`src/rtl/vga_scanout_gen.sv`:
```
// VGA raster generator with double-buffered line fetch and registered outputs.
// Define VGA_SCAN_DOUBLE_EN to fetch half-width lines and show each one on two lines.
module vga_scanout_gen #(
  parameter int H_ACTIVE = 640,
  parameter int H_FP     = 16,
  parameter int H_SYNC   = 96,
  parameter int H_BP     = 48,
  parameter int V_ACTIVE = 480,
  parameter int V_FP     = 10,
  parameter int V_SYNC   = 2,
  parameter int V_BP     = 33,
  parameter int COLOR_W  = 4,
  parameter logic HS_POL = 1'b0,
  parameter logic VS_POL = 1'b0,
  parameter logic [3*COLOR_W-1:0] FG_RGB = '1,
  parameter logic [3*COLOR_W-1:0] BG_RGB = '0,
`ifdef VGA_SCAN_DOUBLE_EN
  localparam int LW = H_ACTIVE / 2
`else
  localparam int LW = H_ACTIVE
`endif
) (
  input  logic               VGAClock,
  input  logic               VGAReset_n,
  output logic [COLOR_W-1:0] VGA_R,
  output logic [COLOR_W-1:0] VGA_G,
  output logic [COLOR_W-1:0] VGA_B,
  output logic               VGA_HS,
  output logic               VGA_VS,
  output logic               LINE_REQ,
  output logic [15:0]        LINE_SEQ,
  input  logic [LW-1:0]      LINE,
  input  logic               LINE_VALID,
  output logic               FRAME_READY,
  output logic               UNDERRUN,
  output logic [15:0]        H_POS,
  output logic [15:0]        V_POS
);

  localparam int IW = (LW > 1) ? $clog2(LW) : 1;
  localparam logic [15:0] H_LAST = 16'(H_ACTIVE + H_FP + H_SYNC + H_BP - 1);
  localparam logic [15:0] V_LAST = 16'(V_ACTIVE + V_FP + V_SYNC + V_BP - 1);
  localparam logic [15:0] H_ACT  = 16'(H_ACTIVE);
  localparam logic [15:0] V_ACT  = 16'(V_ACTIVE);
  localparam logic [15:0] HS_BEG = 16'(H_ACTIVE + H_FP);
  localparam logic [15:0] HS_END = 16'(H_ACTIVE + H_FP + H_SYNC);
  localparam logic [15:0] VS_BEG = 16'(V_ACTIVE + V_FP);
  localparam logic [15:0] VS_END = 16'(V_ACTIVE + V_FP + V_SYNC);

  logic [15:0]          h_q, h_d, v_q, v_d;
  logic [LW-1:0]        shadow_q, shadow_d, disp_q, disp_d;
  logic                 req_q, req_d, filled_q, filled_d;
  logic [15:0]          seq_q, seq_d;
  logic [3*COLOR_W-1:0] rgb_q, rgb_d;
  logic                 hs_q, hs_d, vs_q, vs_d, fr_q, fr_d, under_q, under_d;
  logic [15:0]          hpos_q, hpos_d, vpos_q, vpos_d;

  logic [IW-1:0] pixIdx;
  logic [15:0]   vNext, nextSeq;
  logic          wantReq, fillNow;

  assign vNext   = (v_q == V_LAST) ? 16'd0 : v_q + 16'd1;
  assign fillNow = req_q && LINE_VALID;

  // Doubled scan: only even display lines are fetched, odd lines repeat them.
`ifdef VGA_SCAN_DOUBLE_EN
  assign pixIdx  = IW'(h_q >> 1);
  assign wantReq = (h_q == H_ACT) && (vNext < V_ACT) && !vNext[0];
  assign nextSeq = {1'b0, vNext[15:1]};
`else
  assign pixIdx  = IW'(h_q);
  assign wantReq = (h_q == H_ACT) && (vNext < V_ACT);
  assign nextSeq = vNext;
`endif

  always_comb begin
    h_d      = (h_q == H_LAST) ? 16'd0 : h_q + 16'd1;
    v_d      = v_q;
    hpos_d   = h_q;
    vpos_d   = v_q;
    hs_d     = (h_q >= HS_BEG && h_q < HS_END) ? HS_POL : ~HS_POL;
    vs_d     = (v_q >= VS_BEG && v_q < VS_END) ? VS_POL : ~VS_POL;
    fr_d     = (v_q >= V_ACT);
    rgb_d    = '0;
    shadow_d = shadow_q;
    disp_d   = disp_q;
    req_d    = req_q;
    filled_d = filled_q;
    seq_d    = seq_q;
    under_d  = 1'b0;

    if (h_q == H_LAST) begin
      v_d = (v_q == V_LAST) ? 16'd0 : v_q + 16'd1;
    end
    if (h_q < H_ACT && v_q < V_ACT) begin
      rgb_d = disp_q[pixIdx] ? FG_RGB : BG_RGB;
    end
    if (fillNow) begin
      shadow_d = LINE;
      filled_d = 1'b1;
      req_d    = 1'b0;
    end
    // End of line: an outstanding request still open here is either met this cycle or missed.
    if (h_q == H_LAST) begin
      if (filled_q) begin
        disp_d = shadow_q;
      end else if (req_q) begin
        if (LINE_VALID) begin
          disp_d = LINE;
        end else begin
          disp_d  = '0;
          under_d = 1'b1;
        end
      end
      req_d    = 1'b0;
      filled_d = 1'b0;
    end
    if (wantReq) begin
      req_d    = 1'b1;
      filled_d = 1'b0;
      seq_d    = nextSeq;
    end
  end

  always_ff @(posedge VGAClock or negedge VGAReset_n) begin
    if (!VGAReset_n) begin
      h_q      <= '0;
      v_q      <= '0;
      shadow_q <= '0;
      disp_q   <= '0;
      req_q    <= 1'b0;
      filled_q <= 1'b0;
      seq_q    <= '0;
      rgb_q    <= '0;
      hs_q     <= ~HS_POL;
      vs_q     <= ~VS_POL;
      fr_q     <= 1'b0;
      under_q  <= 1'b0;
      hpos_q   <= '0;
      vpos_q   <= '0;
    end else begin
      h_q      <= h_d;
      v_q      <= v_d;
      shadow_q <= shadow_d;
      disp_q   <= disp_d;
      req_q    <= req_d;
      filled_q <= filled_d;
      seq_q    <= seq_d;
      rgb_q    <= rgb_d;
      hs_q     <= hs_d;
      vs_q     <= vs_d;
      fr_q     <= fr_d;
      under_q  <= under_d;
      hpos_q   <= hpos_d;
      vpos_q   <= vpos_d;
    end
  end

  assign VGA_R       = rgb_q[3*COLOR_W-1 -: COLOR_W];
  assign VGA_G       = rgb_q[2*COLOR_W-1 -: COLOR_W];
  assign VGA_B       = rgb_q[COLOR_W-1:0];
  assign VGA_HS      = hs_q;
  assign VGA_VS      = vs_q;
  assign LINE_REQ    = req_q;
  assign LINE_SEQ    = seq_q;
  assign FRAME_READY = fr_q;
  assign UNDERRUN    = under_q;
  assign H_POS       = hpos_q;
  assign V_POS       = vpos_q;

endmodule

```
`config.mk`:
```
export PLATFORM = sky130hd
export DESIGN_NAME = vga_scanout_gen
export DESIGN_NICKNAME = d
export VERILOG_FILES = /design/src/rtl/vga_scanout_gen.sv
export SDC_FILE = /design/constraint.sdc
export NUM_CORES = 2
export LEC_CHECK = 0
export ABC_CLOCK_PERIOD_IN_PS = 3730
export CAP_MARGIN = 25
export CORE_ASPECT_RATIO = 0.6
export CORE_UTILIZATION = 35
export DETAILED_ROUTE_END_ITERATION = 6
export GPL_TIMING_DRIVEN = 0
export RECOVER_POWER = 25
export SYNTH_ARGS = -nofsm -noshare
export SYNTH_HDL_FRONTEND = slang
export SYNTH_SLANG_ARGS = --single-unit
```
`constraint.sdc`:
```
create_clock -name VGAClock -period 3.73 [get_ports VGAClock]
set_input_delay 1.119 -clock VGAClock [delete_from_list [all_inputs] [get_ports VGAClock]]
set_output_delay 1.119 -clock VGAClock [all_outputs]
set_load 0.005 [all_outputs]
```
## Yosys cells after proc, flatten, opt, wreduce, memory -nomap -nowiden

Index checks and enable logic that the tools add are counted.

| operators by class | value |
|---|---|
| reductions and logical operators | 8 |
| equality and inequality tests | 3 |
| add/subtract/negate cells | 2 |
| mux-type cells | 21 |
| magnitude comparators | 9 |

Operators by type and width:

| operator | count |
|---|---|
| $mux W640 | 3 |
| $eq A16 B10 Y1 const B | 3 |
| $lt A16 B9 Y1 const B | 3 |
| $add A16 B1 Y16 const B | 2 |
| $ge A16 B9 Y1 const B | 2 |
| $lt A16 B10 Y1 const B | 2 |
| $mux W16 | 2 |
| $mux W12 | 2 |
| $ge A16 B10 Y1 const B | 1 |
| $mux W1 | 13 |
| $lt A10 B11 Y1 const B | 1 |
| $bmux W1 S10 | 1 |
| $logic_and A1 B1 Y1 | 5 |
| $reduce_bool A3 Y1 | 1 |
| $reduce_and A2 Y1 | 1 |
| $reduce_bool A2 Y1 | 1 |

| storage, ports and cells | value |
|---|---|
| input bits | 643 |
| bits in registers | 1378 |
| output and inout bits | 65 |

## Logic depth before layout (Yosys ltp)

| logic depth | value |
|---|---|
| word-level depth | 5 |
| gate-level depth with buffers | 13 |

## Worst setup path before layout

OpenSTA, ideal clock, no wires.

| timing | value |
|---|---|
| path kind | register to register |
| from | register h_q[0] |
| to | register seq_q[1], in the netlist LINE_SEQ[1] |
| path buffers | 6 |
| data arrival time | 2.667 ns |
| data required time | 3.651 ns |
| stages on the path, launching flop included | 14 |
| slack | 0.983 ns |
| cells stage by stage | dfrtp_1 > buf_6 > buf_8 > buf_6 > buf_4 > buf_2 > inv_1 > ha_1 > nor3b_1 > o2111a_1 > and4_1 > o21ai_2 > clkbuf_1 > mux2i_1 |

| between the ends | value |
|---|---|
| word-level cells in the longest chain between the ends | 2 |

RTL lines:

| element | RTL line | source |
|---|---|---|
| start: declaration | 50 | `logic [15:0] h_q, h_d, v_q, v_d;` |
| start signal: assignment | 127 | `h_q <= '0;` |
| start signal: assignment | 142 | `h_q <= h_d;` |
| $eq A16 B10 Y1 | 72 | `assign wantReq = (h_q == H_ACT) && (vNext < V_ACT);` |
| $logic_and A1 B1 Y1 | 72 |  |
| end signal: assignment | 148 | `seq_q <= seq_d;` |
| end: declaration | 53 | `logic [15:0] seq_q, seq_d;` |

No other way between the ends.
A chain may end at the register's enable or synchronous reset.

## Worst setup path in the final report

| timing | value |
|---|---|
| from | register h_q[5] |
| to | register rgb_q[10] |

| between the ends | value |
|---|---|
| word-level cells in the longest chain between the ends | 4 |

RTL lines:

| element | RTL line | source |
|---|---|---|
| $bmux W1 S10 | 96 | `rgb_d = disp_q[pixIdx] ? FG_RGB : BG_RGB;` |
| $mux W1 (implied by the code) | 96 |  |
| $mux W12 | 96 |  |
| $mux W12 (*) | 95 | `if (h_q < H_ACT && v_q < V_ACT) begin` |
| end signal: assignment | 149 | `rgb_q <= rgb_d;` |
| end: declaration | 54 | `logic [3*COLOR_W-1:0] rgb_q, rgb_d;` |

Mark *: on every way between the ends. The rest lies on a longest branch, timed or not. The select of a mux whose other input is x is not followed.

==> impl_metrics.csv <==
group,metric,value,unit
run_status,status,"complete, but fails checks",
run_status,failed_checks,"capacitance limit, slew limit, setup timing",
clock_tree,clock-sinks,1367,
floorplan,initial_core_util,0.353,
route,antenna_left,0,
synth,syn_area,60100,µm²
pwr,switchingPower,8260,µW
synth,synth_seq_cells,1367,
worst_setup_path,startpoint_type,"flop",
route,wirelength,229000,µm
clock_tree,cts-root-buf,"clkbuf_16",
timing,slew_violations,292,
hold_path,hold_class,"input pin to asynchronous set/reset pin",
timing,setup_viol,1,
worst_setup_path,crit_type,"flop to flop",
worst_setup_path,crit_path_max_incr_delay,690,ps
synth,postSynthAreaPerCell,12.0,µm²
pwr,clock_power_share,0.448,
pwr,p_int,26400,µW
flow_run,drv_cap,2,
synth,dominantRegCellSynth,"dfrtp_1",
pwr,p_seq_frac,0.462,
synth,ys_seq_area_frac,0.569,
route,first_pass_iters,6,
route,wl_per_cell,27.6,µm
synth,syn_nets,5648,
floorplan,die_height,323,µm
synth,synth_cell_types,63,
pwr,power.density,455,nW/µm²
clock_tree,clockBufferDepth,4,
global_routing,gr-total-overflow,0,
clock_tree,clk_pin_slew_worst_paths,60,ps
cells_and_area,mostFrequentLayoutCell,"dfrtp_1",
pwr,finalPower,34700,µW
pwr,peakVddDrop,306,µV
clock_tree,cts_tree,"built",
worst_setup_path,critPathTopFamily,"buffers and inverters",
synth,async_reset_ff_frac,1.00,
route,viasPerCell,5.55,
worst_setup_path,path_depth,11,
cells_and_area,final_area,76300,µm²
floorplan,io_pins,708,
clock_tree,cts_hold_buf,0,
cells_and_area,area_delta_synth_final,26.9,%
worst_setup_path,crit_arrival,4410,ps
worst_setup_path,r2r_setup_slack,-50,ps
timing,worst_pin_slew,2150,ps
synth,yosysWarnings,0,
clock_tree,htreeDepth,4,
route,drc_errors,0,
timing,clock.fmax,0.265,GHz
global_routing,gr-usage-all-layers,0.260,
worst_setup_path,crit_fanout,10,
floorplan,num_rows,117,
global_routing,antenna_found_initial,71,
cells_and_area,nNetsFinal,6541,
pwr,power_frac_comb,0.090,
global_routing,grt_pass1_vias,45533,
route,vias,46013,
placement,dpl.hpwl,169000,µm
worst_setup_path,crit_buf_inv,4,
placement,io_buffers,707,
timing,skew,39.9,ps
placement,gp_congestion,0.849,
worst_setup_path,cp-end-kind,"flop",
timing,max_slew_margin,-0.432,
timing,fin_crit_sh,1.01,
worst_setup_path,path_cells,"buf_2 > buf_1 > buf_8 > clkbuf_4 > nor3_2 > o21ai_0 > nand3_1 > nor2_1 > a31oi_2 > a311oi_4 > o32ai_4",
global_routing,grt_pass1_wl,324000,µm
placement,placed_area,70700,µm²
worst_setup_path,worst_r2r_path_depth,11,
pwr,p_leak,0.0330,µW
cells_and_area,instances_no_fill,8290,
cells_and_area,final_layout_size_suffix_gt1_frac,0.197,
synth,syn_inst,5000,
cells_and_area,final_cell_mix,"1362 x dfrtp_1, 706 x clkdlybuf4s50_1, 704 x nand2_1",
floorplan,die_x,537,µm
clock_tree,cts_buffers,148,
placement,placed_cells,8001,
worst_setup_path,worstPathRequired,4360,ps
timing,min_period,3780,ps
timing,hold_viol_final,0,
worst_setup_path,cpMaxStageDelayCell,"dfrtp_2",
clock_tree,clk_latency,800,ps
route,drtIter0Drc,4188,
floorplan,die_area,173000,µm²
floorplan,core_area,170000,µm²
worst_setup_path,reg2reg_to,"rgb_q[10]",
global_routing,grt_max_degree,173,
synth,synth_edf_count,0,
pwr,switching_share,0.238,
timing,grt_setup_unrepaired,"yes",
worst_setup_path,reg2reg_from,"h_q[5]",
timing,fin_ws,-47.4,ps
==> worst max-delay path by stage <==
stage | slack (ps) | startpoint | end
2_1_floorplan | 980 | h_q[0] | LINE_SEQ[1]
3_3_place_gp | -61760 | VGAReset_n | shadow_q[263]
3_5_place_dp | -2220 | h_q[1] | rgb_q[10]
4_1_cts | -170 | h_q[1] | rgb_q[10]
5_1_grt | -100 | h_q[0] | rgb_q[10]
6_report | -50 | h_q[5] | rgb_q[10]
==> Yosys cell counts, types with 11 or more instances <==
master | n | area [µm²]
and2_1 | 14 | 87.6
a22oi_1 | 666 | 5000
nor2_1 | 35 | 131
o21ai_0 | 659 | 3300
buf_1 | 12 | 45.0
mux2i_1 | 84 | 841
mux4_2 | 133 | 3000
nor2b_1 | 15 | 93.8
dfrtp_1 | 1365 | 34200
nand3_1 | 41 | 205
mux2_2 | 654 | 7360
a21oi_1 | 17 | 85.1
xor2_1 | 11 | 96.3
nand2_1 | 704 | 2640
buf_2 | 18 | 90.1
buf_4 | 18 | 135
nand4_1 | 18 | 113
and3_1 | 13 | 81.3
xnor2_1 | 18 | 158
clkbuf_1 | 381 | 1430
==> power groups by stage <==
| stage | combinational (µW) | clock, µW | sequential [µW] |
|---|---|---|---|
| after floorplan | 1510 | 0 | 16200 |
| after global placement | 2920 | 0 | 16400 |
| after detailed placement | 3140 | 0 | 16300 |
| after CTS | 3150 | 15800 | 16000 |
| after global routing | 3410 | 16400 | 16100 |
| final | 3130 | 15500 | 16000 |
==> layer usage <==
| layer | routed length (µm) | vias up | GRT usage |
|---|---|---|---|
| met5 | 367 | - | 0 |
| met4 | 6000 | 58 | 0.0758 |
| met3 | 17600 | 319 | 0.0671 |
| met2 | 99200 | 1500 | 0.379 |
| met1 | 105000 | 23972 | 0.378 |
| li1 | - | 20164 | - |
==> cell type report <==
| type | count | area, µm² |
|---|---|---|
| multi-input cells | 3183 | 24200 |
| well taps | 2261 | 2830 |
| inverters | 10 | 41.3 |
| repair buffers | 746 | 7730 |
| flip-flops and latches | 1367 | 34200 |
| clock buffers | 202 | 4210 |
| clock inverters | 53 | 802 |
| fillers | 15632 | 93700 |
| diodes | 31 | 77.6 |
| plain buffers | 437 | 2180 |
==> what timing repair did <==
item	CTS	global route
gates resized for setup	113	40
endpoints found under the setup margin	850	62
buffers inserted	3	3
pin swaps	5	4
==> kinds of logic after synthesis <==
| family | count (synthesis) | synth area share |
|---|---|---|
| buffers and inverters | 450 | 0.0311 |
| XOR/XNOR | 29 | 0.00423 |
| AND/OR/NAND/NOR | 883 | 0.0608 |
| multiplexers | 872 | 0.187 |
| adder cells (fa/ha/maj) | 5 | 0.00104 |
| flip-flops | 1367 | 0.569 |
| AO/OA/AOI/OAI | 1394 | 0.147 |
==> registers in the layout, indices dropped and copies added (netlist names), 16 cells and up <==
name	count
H_POS	16
h_q	16
shadow_q	640
v_q	16
disp_q	640
LINE_SEQ	16
V_POS	16
==> through the flow <==
stage | util | setup WS (ps) | setup TNS (ps) | hold slack (ps)
floorplan | - | 983 | 0 | 349
global placement | 0.412 | -61760 | - | 361
detailed placement | 0.416 | -2220 | -930560 | 360
CTS | 0.448 | -172 | -172 | 217
global route | 0.449 | -99.7 | -3490 | 253
finish | 0.449 | -47.4 | -47.4 | 262
Power figures use the tool's default switching activity.
